**config.mk**
```make
export PLATFORM = sky130hd
export DESIGN_NAME = jtag_master
export DESIGN_NICKNAME = d
export VERILOG_FILES = /design/src/rtl/jtag_master_pkg.sv /design/src/rtl/jtag_tck_gen.sv /design/src/rtl/jtag_master.sv
export SDC_FILE = /design/constraint.sdc
export NUM_CORES = 1
export LEC_CHECK = 0
export CAP_MARGIN = 30
export CORE_AREA = 2 2 121 152
export CTS_BUF_LIST = sky130_fd_sc_hd__clkbuf_16
export DETAILED_ROUTE_END_ITERATION = 8
export DIE_AREA = 0 0 123 154
export PLACE_DENSITY = 0.75
export REMOVE_ABC_BUFFERS = 1
export SYNTH_ARGS = -nofsm -noshare
export SYNTH_HDL_FRONTEND = slang
export SYNTH_SLANG_ARGS = --single-unit
```
**constraint.sdc**
```tcl
create_clock -name clk -period 4.9 [get_ports clk]
set_clock_uncertainty 0.1 [all_clocks]
set_input_delay 0.98 -clock clk [delete_from_list [all_inputs] [get_ports clk]]
set_output_delay 0.98 -clock clk [all_outputs]
set_load 0.05 [all_outputs]
```
**src/rtl/jtag_master_pkg.sv**
```systemverilog
// Shared types and TAP navigation constants for the jtag_master scan engine.
// Sequence vectors are read LSB first: bit i is the tms value driven for rising edge i.
package jtag_master_pkg;

    typedef enum logic [1:0] {
        OP_RESET    = 2'b00,
        OP_IR_SCAN  = 2'b01,
        OP_DR_SCAN  = 2'b10,
        OP_RUN_IDLE = 2'b11
    } jtag_op_e;

    typedef enum logic [2:0] {
        ST_IDLE,
        ST_PRE,
        ST_SHIFT,
        ST_POST,
        ST_RSP
    } jtag_state_e;

    // Five ones reach Test-Logic-Reset from any TAP state; the trailing zero parks in Run-Test/Idle.
    localparam int         PRE_RESET_LEN = 6;
    localparam logic [7:0] PRE_RESET_TMS = 8'b0001_1111;

    // Run-Test/Idle -> Select-DR -> Select-IR -> Capture-IR -> Shift-IR
    localparam int         PRE_IR_LEN    = 4;
    localparam logic [7:0] PRE_IR_TMS    = 8'b0000_0011;

    // Run-Test/Idle -> Select-DR -> Capture-DR -> Shift-DR
    localparam int         PRE_DR_LEN    = 3;
    localparam logic [7:0] PRE_DR_TMS    = 8'b0000_0001;

    // Exit1 -> Update -> Run-Test/Idle
    localparam int         POST_LEN      = 2;
    localparam logic [1:0] POST_TMS      = 2'b01;

    function automatic logic [2:0] pre_len(input jtag_op_e op);
        case (op)
            OP_RESET:   return 3'(PRE_RESET_LEN);
            OP_IR_SCAN: return 3'(PRE_IR_LEN);
            OP_DR_SCAN: return 3'(PRE_DR_LEN);
            default:    return 3'd0;
        endcase
    endfunction

    // RUN_IDLE holds tms low for its whole preamble, so its pattern is all zeros.
    function automatic logic [7:0] pre_tms(input jtag_op_e op);
        case (op)
            OP_RESET:   return PRE_RESET_TMS;
            OP_IR_SCAN: return PRE_IR_TMS;
            OP_DR_SCAN: return PRE_DR_TMS;
            default:    return 8'd0;
        endcase
    endfunction

endpackage

```
**src/rtl/jtag_tck_gen.sv**
```systemverilog
// Divides clk into tck with a half-period of CLK_DIV cycles; tck_rise/tck_fall flag the
// clk cycle in which tck toggles. Dropping en forces tck low and restarts the count.
module jtag_tck_gen #(
    parameter int CLK_DIV = 4
) (
    input  logic clk,
    input  logic rst_n,
    input  logic en,
    output logic tck,
    output logic tck_rise,
    output logic tck_fall
);
    localparam int               CNT_W   = (CLK_DIV > 1) ? $clog2(CLK_DIV) : 1;
    localparam logic [CNT_W-1:0] CNT_MAX = CNT_W'(CLK_DIV - 1);

    logic [CNT_W-1:0] cnt_reg;
    logic             tck_reg;
    logic             wrap;

    assign wrap     = en && (cnt_reg == CNT_MAX);
    assign tck_rise = wrap && !tck_reg;
    assign tck_fall = wrap && tck_reg;
    assign tck      = tck_reg;

    always_ff @(posedge clk or negedge rst_n) begin
        if (!rst_n) begin
            cnt_reg <= '0;
            tck_reg <= 1'b0;
        end else if (!en) begin
            cnt_reg <= '0;
            tck_reg <= 1'b0;
        end else if (wrap) begin
            cnt_reg <= '0;
            tck_reg <= ~tck_reg;
        end else begin
            cnt_reg <= cnt_reg + CNT_W'(1);
        end
    end

endmodule

```
**src/rtl/jtag_master.sv**
```systemverilog
// Command-driven JTAG scan engine: walks the TAP from Run-Test/Idle, shifts tdi, captures tdo.
// Optional macro JTAG_TRST_EN adds an active-high trst output held for the whole RESET op.
module jtag_master
    import jtag_master_pkg::*;
#(
    parameter int DATA_W  = 64,
    parameter int LEN_W   = 6,
    parameter int CLK_DIV = 4
) (
    input  logic              clk,
    input  logic              rst_n,
    input  logic              cmd_valid,
    output logic              cmd_ready,
    input  logic [1:0]        cmd_op,
    input  logic [LEN_W-1:0]  cmd_len,
    input  logic [DATA_W-1:0] cmd_data,
    output logic              rsp_valid,
    input  logic              rsp_ready,
    output logic [DATA_W-1:0] rsp_data,
    output logic              tck,
    output logic              tms,
    output logic              tdi,
    input  logic              tdo
`ifdef JTAG_TRST_EN
   ,output logic              trst
`endif
);
    // One extra bit so a full-width scan (DATA_W rising edges) can be counted.
    localparam int                IDX_W    = LEN_W + 1;
    localparam int                TAIL_W   = (CLK_DIV > 1) ? $clog2(CLK_DIV) : 1;
    localparam logic [TAIL_W-1:0] TAIL_MAX = TAIL_W'(CLK_DIV - 1);

    jtag_state_e       state_reg;
    jtag_op_e          op_reg;
    logic [LEN_W-1:0]  len_reg;
    logic [DATA_W-1:0] data_reg;
    logic [IDX_W-1:0]  idx_reg;
    logic              tail_reg;
    logic [TAIL_W-1:0] tail_cnt_reg;
    logic              run_reg;
    logic              tms_reg;
    logic              tdi_reg;
    logic              cmd_ready_reg;
    logic              rsp_valid_reg;
`ifdef JTAG_TRST_EN
    logic              trst_reg;
`endif

    logic              tck_rise;
    logic              tck_fall;
    logic              accept;
    logic              shift_rise;
    logic [7:0]        acc_seq;
    logic [7:0]        pre_seq;
    logic [IDX_W-1:0]  len_ext;
    logic [IDX_W-1:0]  idx_inc;
    logic [IDX_W-1:0]  pre_n;
    logic [DATA_W-1:0] cap_bits;

    jtag_tck_gen #(
        .CLK_DIV (CLK_DIV)
    ) u_tck_gen (
        .clk      (clk),
        .rst_n    (rst_n),
        .en       (run_reg),
        .tck      (tck),
        .tck_rise (tck_rise),
        .tck_fall (tck_fall)
    );

    assign accept     = cmd_ready_reg && cmd_valid;
    assign shift_rise = (state_reg == ST_SHIFT) && tck_rise;
    assign acc_seq    = pre_tms(jtag_op_e'(cmd_op));
    assign pre_seq    = pre_tms(op_reg);
    assign len_ext    = {1'b0, len_reg};
    assign idx_inc    = idx_reg + IDX_W'(1);
    assign pre_n      = (op_reg == OP_RUN_IDLE) ? len_ext + IDX_W'(1)
                                                : IDX_W'(pre_len(op_reg));

    // Each capture bit owns its flop; idx_reg selects which one takes tdo on a shift edge.
    genvar gi;
    generate
        for (gi = 0; gi < DATA_W; gi++) begin : g_cap
            logic bit_reg;
            always_ff @(posedge clk or negedge rst_n) begin
                if (!rst_n)
                    bit_reg <= 1'b0;
                else if (accept)
                    bit_reg <= 1'b0;
                else if (shift_rise && (idx_reg == IDX_W'(gi)))
                    bit_reg <= tdo;
            end
            assign cap_bits[gi] = bit_reg;
        end
    endgenerate

    // Rising edges only count; every tms/tdi decision is taken on the falling edge that follows.
    always_ff @(posedge clk or negedge rst_n) begin
        if (!rst_n) begin
            state_reg     <= ST_IDLE;
            op_reg        <= OP_RESET;
            len_reg       <= '0;
            data_reg      <= '0;
            idx_reg       <= '0;
            tail_reg      <= 1'b0;
            tail_cnt_reg  <= '0;
            run_reg       <= 1'b0;
            tms_reg       <= 1'b1;
            tdi_reg       <= 1'b0;
            cmd_ready_reg <= 1'b1;
            rsp_valid_reg <= 1'b0;
`ifdef JTAG_TRST_EN
            trst_reg      <= 1'b0;
`endif
        end else if (tail_reg) begin
            // Final low half-period with tck parked before the response is offered.
            if (tail_cnt_reg == TAIL_MAX) begin
                tail_reg      <= 1'b0;
                state_reg     <= ST_RSP;
                rsp_valid_reg <= 1'b1;
`ifdef JTAG_TRST_EN
                trst_reg      <= 1'b0;
`endif
            end else begin
                tail_cnt_reg <= tail_cnt_reg + TAIL_W'(1);
            end
        end else begin
            case (state_reg)
                ST_IDLE: begin
                    if (accept) begin
                        state_reg     <= ST_PRE;
                        op_reg        <= jtag_op_e'(cmd_op);
                        len_reg       <= cmd_len;
                        data_reg      <= cmd_data;
                        idx_reg       <= '0;
                        run_reg       <= 1'b1;
                        tms_reg       <= acc_seq[0];
                        tdi_reg       <= 1'b0;
                        cmd_ready_reg <= 1'b0;
`ifdef JTAG_TRST_EN
                        trst_reg      <= (cmd_op == OP_RESET);
`endif
                    end
                end

                ST_PRE: begin
                    if (tck_rise) begin
                        idx_reg <= idx_inc;
                    end else if (tck_fall) begin
                        if (idx_reg < pre_n) begin
                            tms_reg <= pre_seq[idx_reg[2:0]];
                        end else if (op_reg == OP_IR_SCAN || op_reg == OP_DR_SCAN) begin
                            state_reg <= ST_SHIFT;
                            idx_reg   <= '0;
                            tdi_reg   <= data_reg[0];
                            tms_reg   <= (len_reg == '0);
                        end else begin
                            tail_reg     <= 1'b1;
                            tail_cnt_reg <= '0;
                            run_reg      <= 1'b0;
                            tms_reg      <= 1'b0;
                        end
                    end
                end

                ST_SHIFT: begin
                    if (tck_rise) begin
                        idx_reg <= idx_inc;
                    end else if (tck_fall) begin
                        if (idx_reg <= len_ext) begin
                            tdi_reg <= data_reg[idx_reg[LEN_W-1:0]];
                            tms_reg <= (idx_reg == len_ext);
                        end else begin
                            state_reg <= ST_POST;
                            idx_reg   <= '0;
                            tdi_reg   <= 1'b0;
                            tms_reg   <= POST_TMS[0];
                        end
                    end
                end

                ST_POST: begin
                    if (tck_rise) begin
                        idx_reg <= idx_inc;
                    end else if (tck_fall) begin
                        if (idx_reg < IDX_W'(POST_LEN)) begin
                            tms_reg <= POST_TMS[idx_reg[0]];
                        end else begin
                            tail_reg     <= 1'b1;
                            tail_cnt_reg <= '0;
                            run_reg      <= 1'b0;
                            tms_reg      <= 1'b0;
                        end
                    end
                end

                ST_RSP: begin
                    if (rsp_ready) begin
                        rsp_valid_reg <= 1'b0;
                        cmd_ready_reg <= 1'b1;
                        state_reg     <= ST_IDLE;
                    end
                end

                default: begin
                    state_reg <= ST_IDLE;
                end
            endcase
        end
    end

    assign cmd_ready = cmd_ready_reg;
    assign rsp_valid = rsp_valid_reg;
    assign rsp_data  = cap_bits;
    assign tms       = tms_reg;
    assign tdi       = tdi_reg;
`ifdef JTAG_TRST_EN
    assign trst      = trst_reg;
`endif

endmodule

```
==> metrics.md, run 1 <==
| Metric | Value |
|---|---|
| Status | finished, final reports clean |
| #FFs+latches synth | 157 |
| Placed cell count | 1139 |
| RSZ-0062 raised after global routing | no |
| FFs w/ async S/R, synth | 100% |
| Vias | 6457 |
| Average vias per placed instance | 5.51 |
| Leakage | 4.34 nW |
| Final hold viol count | 0 |
| Count of different cell masters after synthesis | 63 |
| Total clock sinks | 157 |
| Area contributors post-synth | dfrtp_1 45%, mux2_2 9.9%, buf_4 5.7% |
| Worst path slowest cell | buf_4 |
| Fillcell total | 1470 |
| Net Sw Frac | 38.4% |
| Worst reg2reg path depth | 12 |
| CP Launch Type | input port |
| Wire per inst | 16.7 µm |
| Largest net degree at the start of global routing | 97 |
| Clock transition at path regs | 0.06 ns |
| Core ar. | 17400 µm² |
| Die ar. | 18900 µm² |
| CTS hold repair buffers | 0 |
| GPL Wtd Cong | 0.869 |
| Post-DRT Antenna Nets | 0 |
| Post-synth top flop | dfrtp_1 |
| Tot Pwr | 0.00468 W |
| Worst Path Max Fanout | 66 |
| Largest stage delay on the critical path | 0.55 ns |
| Resize count post-CTS | 0 |
| Worst VDD drop | 244 µV |
| Int Power | 0.00288 W |
| Number of global-route vias before repair | 6518 |
| Sequential fraction of the synthesis area | 45.5% |
| Setup_tns | 0 ns |
| Area Overhead vs Synth | 19.7% |
| DR pass1 iterations | 6 |
| Setup CP Type | in -> reg |
| Crit path DAT | 3.28 ns |
| I/O pin total | 146 |
| Crit end category | flip-flop |
| Final setup vio count | 0 |
| WHS Path Cells | 1 |
| Hold WS | 0.340 ns |
| EDFF count, synth | 0 |
| Flop pwr share | 37.2% |
| Worst skew pair latency | 0.43 ns |
| Total of max-cap violations | 0 |
| CTS root buf | clkbuf_16 |
| Yosys top cell by area | dfrtp_1 |
| Post-DP Area | 9760 µm² |
| Max Slew Vio Count | 0 |
| Seq. cell area | 3930 µm² |
| GRT Util Overall | 22.1% |
| Largest delay share family, worst path | buffers and inverters |
| Postcts setup bufs | 0 |
| Worst path depth | 8 |
| Design area | 10300 µm² |
| Routed wire length | 19600 µm |
| Syn_area_per_cell | 9.84 µm² |
| Std-Cell Rows | 54 |
| Slew @ Worst Pin | 1.04 ns |
| Grt ovf | 0 |
| Crit path cell chain | clkdlybuf4s50_1, and2_2, buf_4, o21a_1, o31ai_1, o31ai_4, nand2_1, a21o_1 |
| N_diodes | 0 |
| Tmin final | 3.06 ns |
| Synthesized area | 8640 µm² |
| Die Y | 154 µm |
| Period utilization | 62.5% |
| Worst path bufs/invs | 2 |
| Hold Path Class | reg -> reg |
| CTS buffer count | 17 |
| Synth top area share | 44.9% |
| Worst slew margin | 30.8% |
| Iter 0 DRT Violations | 443 |
| Footprint of the multi-input gates | 3940 µm² |
| Share of layout cells above drive strength 1 | 15.6% |
| CTS tree | yes |
| Clock Path Buffers | 2 |
| Critical path required time | 5.12 ns |
| H-tree levels | 4 |
| Synth Warn # | 0 |
| Clock power share | 27.1% |
| Comb pwr share | 35.7% |
| Port bufs | 145 |
| Starting Density | 49.6% |
| DRC Markers | 0 |
| Post-detail-place hpwl | 13300 µm |
| Syn Inst Count | 878 |
| Non-Filler Instances | 1172 |
| Nets@finish | 1037 |
| P per Cell Area | 452 nW/µm² |
| Die width | 123 µm |
| Fmax | 327 MHz |
| Initial antenna violation count | 0 |
| Global-route wire length before repair | 33100 µm |
| Net Sw Power | 0.00179 W |
==> cell usage after synthesis, drive strengths merged, types with 7 or more instances <==
master  number
a21oi       73
mux2i       14
clkbuf      41
buf         76
ha          25
mux2        76
nand3       28
nand2       88
mux4        12
nand2b       7
o21ai       75
dfrtp      155
nor3         8
inv         15
nor2        98
==> cells by family (layout without fill, tap and decap cells) <==
| kind of cell | count (synthesis) | in the layout | share of synthesized area, % |
|---|---|---|---|
| simple gates | 270 | 270 | 14.0 |
| flops | 157 | 157 | 45.5 |
| fa+ha+maj | 25 | 25 | 3.62 |
| xor+xnor | 5 | 5 | 0.507 |
| mux | 102 | 102 | 14.7 |
| buf+inv | 132 | 202 | 8.99 |
| compound gates | 187 | 187 | 12.7 |
==> path summary, 6_finish.rpt <==
kind,start,end,slack (ns)
max,cmd_valid,idx_reg[3]$_DFFE_PN0P_,1.84
min,u_tck_gen.cnt_reg[0]$_DFF_PN0_,u_tck_gen.cnt_reg[0]$_DFF_PN0_,0.34
max reg2reg,len_reg[2]$_DFFE_PN0P_,tail_cnt_reg[0]$_DFFE_PN0P_,1.88
min reg2reg,u_tck_gen.cnt_reg[0]$_DFF_PN0_,u_tck_gen.cnt_reg[0]$_DFF_PN0_,0.34
max in group asynchronous,rst_n,tms$_DFFE_PN1P_,3.18
min in group asynchronous,rst_n,g_cap[37].bit_reg$_DFFE_PN0P_,0.55
==> power by group through the flow <==
stage	clock, W	combinational (W)	sequential [W]
6_report	0.00127	0.00167	0.00174
5_1_grt	0.00136	0.00182	0.00178
4_1_cts	0.00130	0.00167	0.00174
3_5_place_dp	0	0.00167	0.00176
3_3_place_gp	0	0.00163	0.00175
2_1_floorplan	0	0.000772	0.00207
==> cells in the final DEF (no fill, tap or decap), types with 3 or more instances in the layout <==
cell type,Yosys,layout
o31ai_1,3,3
inv_6,0,3
nor2b_1,6,6
a211oi_1,3,3
and2_1,4,4
clkinv_2,0,4
nand2_1,88,88
a21oi_1,73,73
clkdlybuf4s50_1,0,143
xnor2_1,4,4
nand3_1,28,27
or3_1,6,6
nor2_1,97,97
dfrtp_1,155,155
mux2i_1,14,14
a31oi_1,5,5
mux2_2,76,76
o21ai_0,74,74
buf_4,66,7
mux4_2,12,12
ha_1,25,25
a21o_1,6,6
nand2b_1,7,7
or2_2,3,3
clkbuf_16,0,17
inv_1,14,14
nor3_1,8,8
nand4_1,6,6
==> layout make-up <==
type                    count  area share [%]
flip-flops and latches    157            38.0
repair buffers            155            15.1
multi-input cells         589            38.2
inverters                  15           0.569
clock inverters            15            1.31
well taps                 224            2.71
clock buffers              17            4.12
==> worst register-to-register path: cells and delay by family, from the launching register on <==
| family | cells | cell delay, ns |
|---|---|---|
| AO/OA/AOI/OAI | 3 | 0.54 |
| XOR/XNOR | 1 | 0.14 |
| adder cells (fa/ha/maj) | 1 | 0.32 |
| buffers and inverters | 1 | 0.09 |
| flip-flops | 1 | 0.42 |
| AND/OR/NAND/NOR | 6 | 1.27 |
==> routing by layer <==
| layer | vias to the layer above | wire length, µm | GRT usage (%) |
|---|---|---|---|
| met5 | - | 0 | 0 |
| met1 | 3142 | 8180 | 28.0 |
| met2 | 180 | 10100 | 37.3 |
| li1 | 3101 | - | - |
| met4 | 0 | 453 | 8.01 |
| met3 | 34 | 840 | 4.30 |
==> per-stage QoR <==
| stage | worst slack [ns] | utilization (%) |
|---|---|---|
| final | 1.84 | 59.3 |
| after floorplan | -1.01 | - |
| after global placement | 1.42 | 55.7 |
| after global routing | 1.58 | 59.3 |
| after CTS | 1.84 | 59.2 |
| after detailed placement | 1.39 | 56.0 |
Note: power is estimated with default switching activity, not from simulation.
==> inputs of run 2 (changes only) <==
--- a/config.mk
+++ b/config.mk
@@ -6,11 +6,11 @@
 export NUM_CORES = 1
 export LEC_CHECK = 0
 export CAP_MARGIN = 30
-export CORE_AREA = 2 2 121 152
+export CORE_AREA = 2 2 122 154
 export CTS_BUF_LIST = sky130_fd_sc_hd__clkbuf_16
 export DETAILED_ROUTE_END_ITERATION = 8
-export DIE_AREA = 0 0 123 154
-export PLACE_DENSITY = 0.75
+export DIE_AREA = 0 0 124 156
+export PLACE_DENSITY = 0.77
 export REMOVE_ABC_BUFFERS = 1
 export SYNTH_ARGS = -nofsm -noshare
 export SYNTH_HDL_FRONTEND = slang
==> constraint.sdc (replaced) <==
create_clock -name clk -period 2.52 [get_ports clk]
set_clock_uncertainty 0.1 [all_clocks]
set_input_delay 0.504 -clock clk [delete_from_list [all_inputs] [get_ports clk]]
set_output_delay 0.504 -clock clk [all_outputs]
set_load 0.05 [all_outputs]
==> run 2 against run 1 <==
- the run now ends with setup timing left
- hold slack better by 0.0065 ns
- utilization is 1.3 points higher
- final cell count up 3.7%
- worst setup slack worse by 1.9 ns
- global-route usage is 0.21 points higher
- power increased by 99%
- first-iteration DRC count up 8.8%
- non-clock buffer count rose by 45
- critical path depth up 5
- critical endpoint is now tail_cnt_reg[1]$_DFFE_PN0P_
==> metrics.md, run 2 (synthesis gave the netlist of run 1 again) <==
| Metric | Value |
|---|---|
| Fillcell total | 1490 (+1.4%) |
| Busiest grt layer | met2 |
| Leakage | 4.58 nW (+5.5%) |
| Clock power share | 24.6% (-2.5 points) |
| Largest stage delay on the critical path | 0.41 ns (-0.14 ns) |
| CTS tree | yes |
| Net Sw Power | 0.00351 W (+96%) |
| GR Util met3 | 3.65% (-0.65 points) |
| Crit end category | flip-flop |
| GRT met2 Usage | 37.8% (+0.53 points) |
| Std-Cell Rows | 55 (+1.9%) |
| Post-DP Area | 10100 µm² (+3.5%) |
| Crit path DAT | 2.81 ns (-0.47 ns) |
| I/O pin total | 146 (unchanged) |
| H-tree levels | 4 (unchanged) |
| Met1 Use GR | 27.8% (-0.21 points) |
| Total clock sinks | 157 (unchanged) |
| Crit path cell chain | inv_2, nor3_4, nand3_1, xnor2_1, nand2_1, ha_4, nand4_1, nor2_1, buf_4, a211oi_4, or3_1, a21oi_2, o21ai_1 |
| Final hold viol count | 0 (unchanged) |
| Hold WS | 0.347 ns (+0.00654 ns) |
| Post-layout util | 60.6% (+1.3 points) |
| Period utilization | 104% |
| Max Slew Vio Count | 0 (unchanged) |
| DRC Markers | 0 (unchanged) |
| Final setup vio count | 13 (+13) |
| Hold Path Class | reg -> reg |
| Clock transition at path regs | 0.06 ns (about the same) |
| Starting Density | 48.3% (-1.3 points) |
| Port bufs | 145 (unchanged) |
| Number of global-route vias before repair | 6798 (+4.3%) |
| Vias | 6745 (+4.5%) |
| PnR worst setup slack | -0.0972 ns (-1.94 ns) |
| Largest net degree at the start of global routing | 64 (-34%) |
| Worst path bufs/invs | 2 (unchanged) |
| Flop pwr share | 35.4% (-1.8 points) |
| RSZ-0062 raised after global routing | yes |
| Wire per inst | 16.8 µm (+0.70%) |
| Initial antenna violation count | 0 (unchanged) |
| Int Power | 0.00581 W (+100%) |
| GRT Util Overall | 22.3% (+0.21 points) |
| Die width | 124 µm (+0.81%) |
| Worst Path Max Fanout | 4 (-94%) |
| Die ar. | 19300 µm² (+2.1%) |
| Average vias per placed instance | 5.55 (+0.76%) |
| Comb pwr share | 39.9% (+4.2 points) |
| Status | complete, but fails checks |
| Worst skew pair latency | 0.42 ns (about the same) |
| Tmin final | 2.62 ns |
| Nets@finish | 1082 (+4.3%) |
| Core ar. | 17900 µm² (+2.6%) |
| Critical path required time | 2.71 ns (-2.41 ns) |
| Post-DRT Antenna Nets | 0 (unchanged) |
| Total of max-cap violations | 0 (unchanged) |
| CTS buffer count | 17 (unchanged) |
| Clock Path Buffers | 2 (unchanged) |
| Worst VDD drop | 521 µV (+110%) |
| Area Overhead vs Synth | 25.4% |
| Routed wire length | 20400 µm (+4.4%) |
| Largest delay share family, worst path | simple AND/OR/NAND/NOR gates |
| Design area | 10800 µm² (+4.8%) |
| Failing checks | setup timing |
| Share of layout cells above drive strength 1 | 21.6% (+6.0 points) |
| Most common cell after layout, fill and taps aside | dfrtp_1 |
| GPL Wtd Cong | 0.894 (+2.9%) |
| Global-route wire length before repair | 33500 µm (+1.1%) |
| Setup CP Type | reg -> reg |
| N_diodes | 0 (unchanged) |
| Worst slew margin | 55.4% (+25 points) |
| CTS root buf | clkbuf_16 |
| Net Sw Frac | 37.7% (-0.71 points) |
| P per Cell Area | 860 nW/µm² (+90%) |
| Iter 0 DRT Violations | 482 (+8.8%) |
| Worst path slowest cell | dfrtp_1 |
| Fmax | 382 MHz |
| Most frequent cells in the layout | 154 x dfrtp_1, 143 x clkdlybuf4s50_1, 93 x nor2_1 |
| Post-detail-place hpwl | 14600 µm (+10%) |
| Die Y | 156 µm (+1.3%) |
| Slew @ Worst Pin | 0.669 ns (-0.369 ns) |
| Grt ovf | 0 (unchanged) |
| DR pass1 iterations | 5 (-1) |
| CP Launch Type | flip-flop |
| Pre-CTS setup slack | -0.444 ns (-1.84 ns) |
[run 2: cell count changes in the layout (fill, tap and decap cells not counted), moves of 4 or more]
cell / before / now
buf_4: 7 / 46
ha_1: 25 / 17
ha_4: 0 / 6
buf_12: 1 / 6
nor2_1: 97 / 93
[run 2: final cells by class]
class                      instances  area, µm²  share of cell area, %
multi-input combinational        589       4110                   37.9
sequential                       157       3930                   36.3
timing repair buffer             200       1950                   18.0
clock buffer                      17        425                   3.93
tap                              228        285                   2.63
clock inverter                     9       80.1                  0.739
inverter                          15       58.8                  0.543
[run 2: what timing repair did]
| item | 4_1_cts | 5_1_grt |
|---|---|---|
| endpoints found under the setup margin | 15 | 15 |
| pin swaps | 19 | 21 |
| hold buffers | 1 | 0 |
| gates resized for setup | 21 | 19 |
| gates cloned | 0 | 0 |
| buffers inserted | 5 | 1 |
| hold endpoints to repair | 51 | 0 |
[run 2: worst paths after layout]
check,cells after the start,from,slack [ns],to
setup reg to reg,13,len_reg[1]$_DFFE_PN0P_,-0.1,tail_cnt_reg[1]$_DFFE_PN0P_
hold / removal,1,u_tck_gen.cnt_reg[0]$_DFF_PN0_,0.35,u_tck_gen.cnt_reg[0]$_DFF_PN0_
hold reg to reg,1,u_tck_gen.cnt_reg[0]$_DFF_PN0_,0.35,u_tck_gen.cnt_reg[0]$_DFF_PN0_
max in group asynchronous,3,rst_n,1.14,tms$_DFFE_PN1P_
setup / recovery,13,len_reg[1]$_DFFE_PN0P_,-0.1,tail_cnt_reg[1]$_DFFE_PN0P_
min in group asynchronous,2,rst_n,0.51,g_cap[5].bit_reg$_DFFE_PN0P_
[run 2: layer usage]
metal,routed length [µm],up-vias
met1,8400,3292
met3,1010,47
met2,10400,226
li1,-,3180
met5,0,-
met4,654,0
[run 2: power by group through the flow]
stage                     Sequential, W  Combinational (W)  Clock (W)
after floorplan                 0.00402            0.00150          0
after detailed placement        0.00334            0.00354          0
final                           0.00330            0.00372    0.00230
after CTS                       0.00330            0.00361    0.00233
after global routing            0.00336            0.00403    0.00244
after global placement          0.00332            0.00347          0
[run 2: per-stage QoR]
stage / total power (W) / setup TNS (ns) / std cells
after global placement: 0.00679 / -3.15 / 1182
after floorplan: 0.00552 / -255.65 / 761
after global routing: 0.00982 / -2.76 / 1215
final: 0.00931 / -0.605 / 1215
after detailed placement: 0.00688 / -4.27 / 1182
after CTS: 0.00924 / -0.270 / 1214
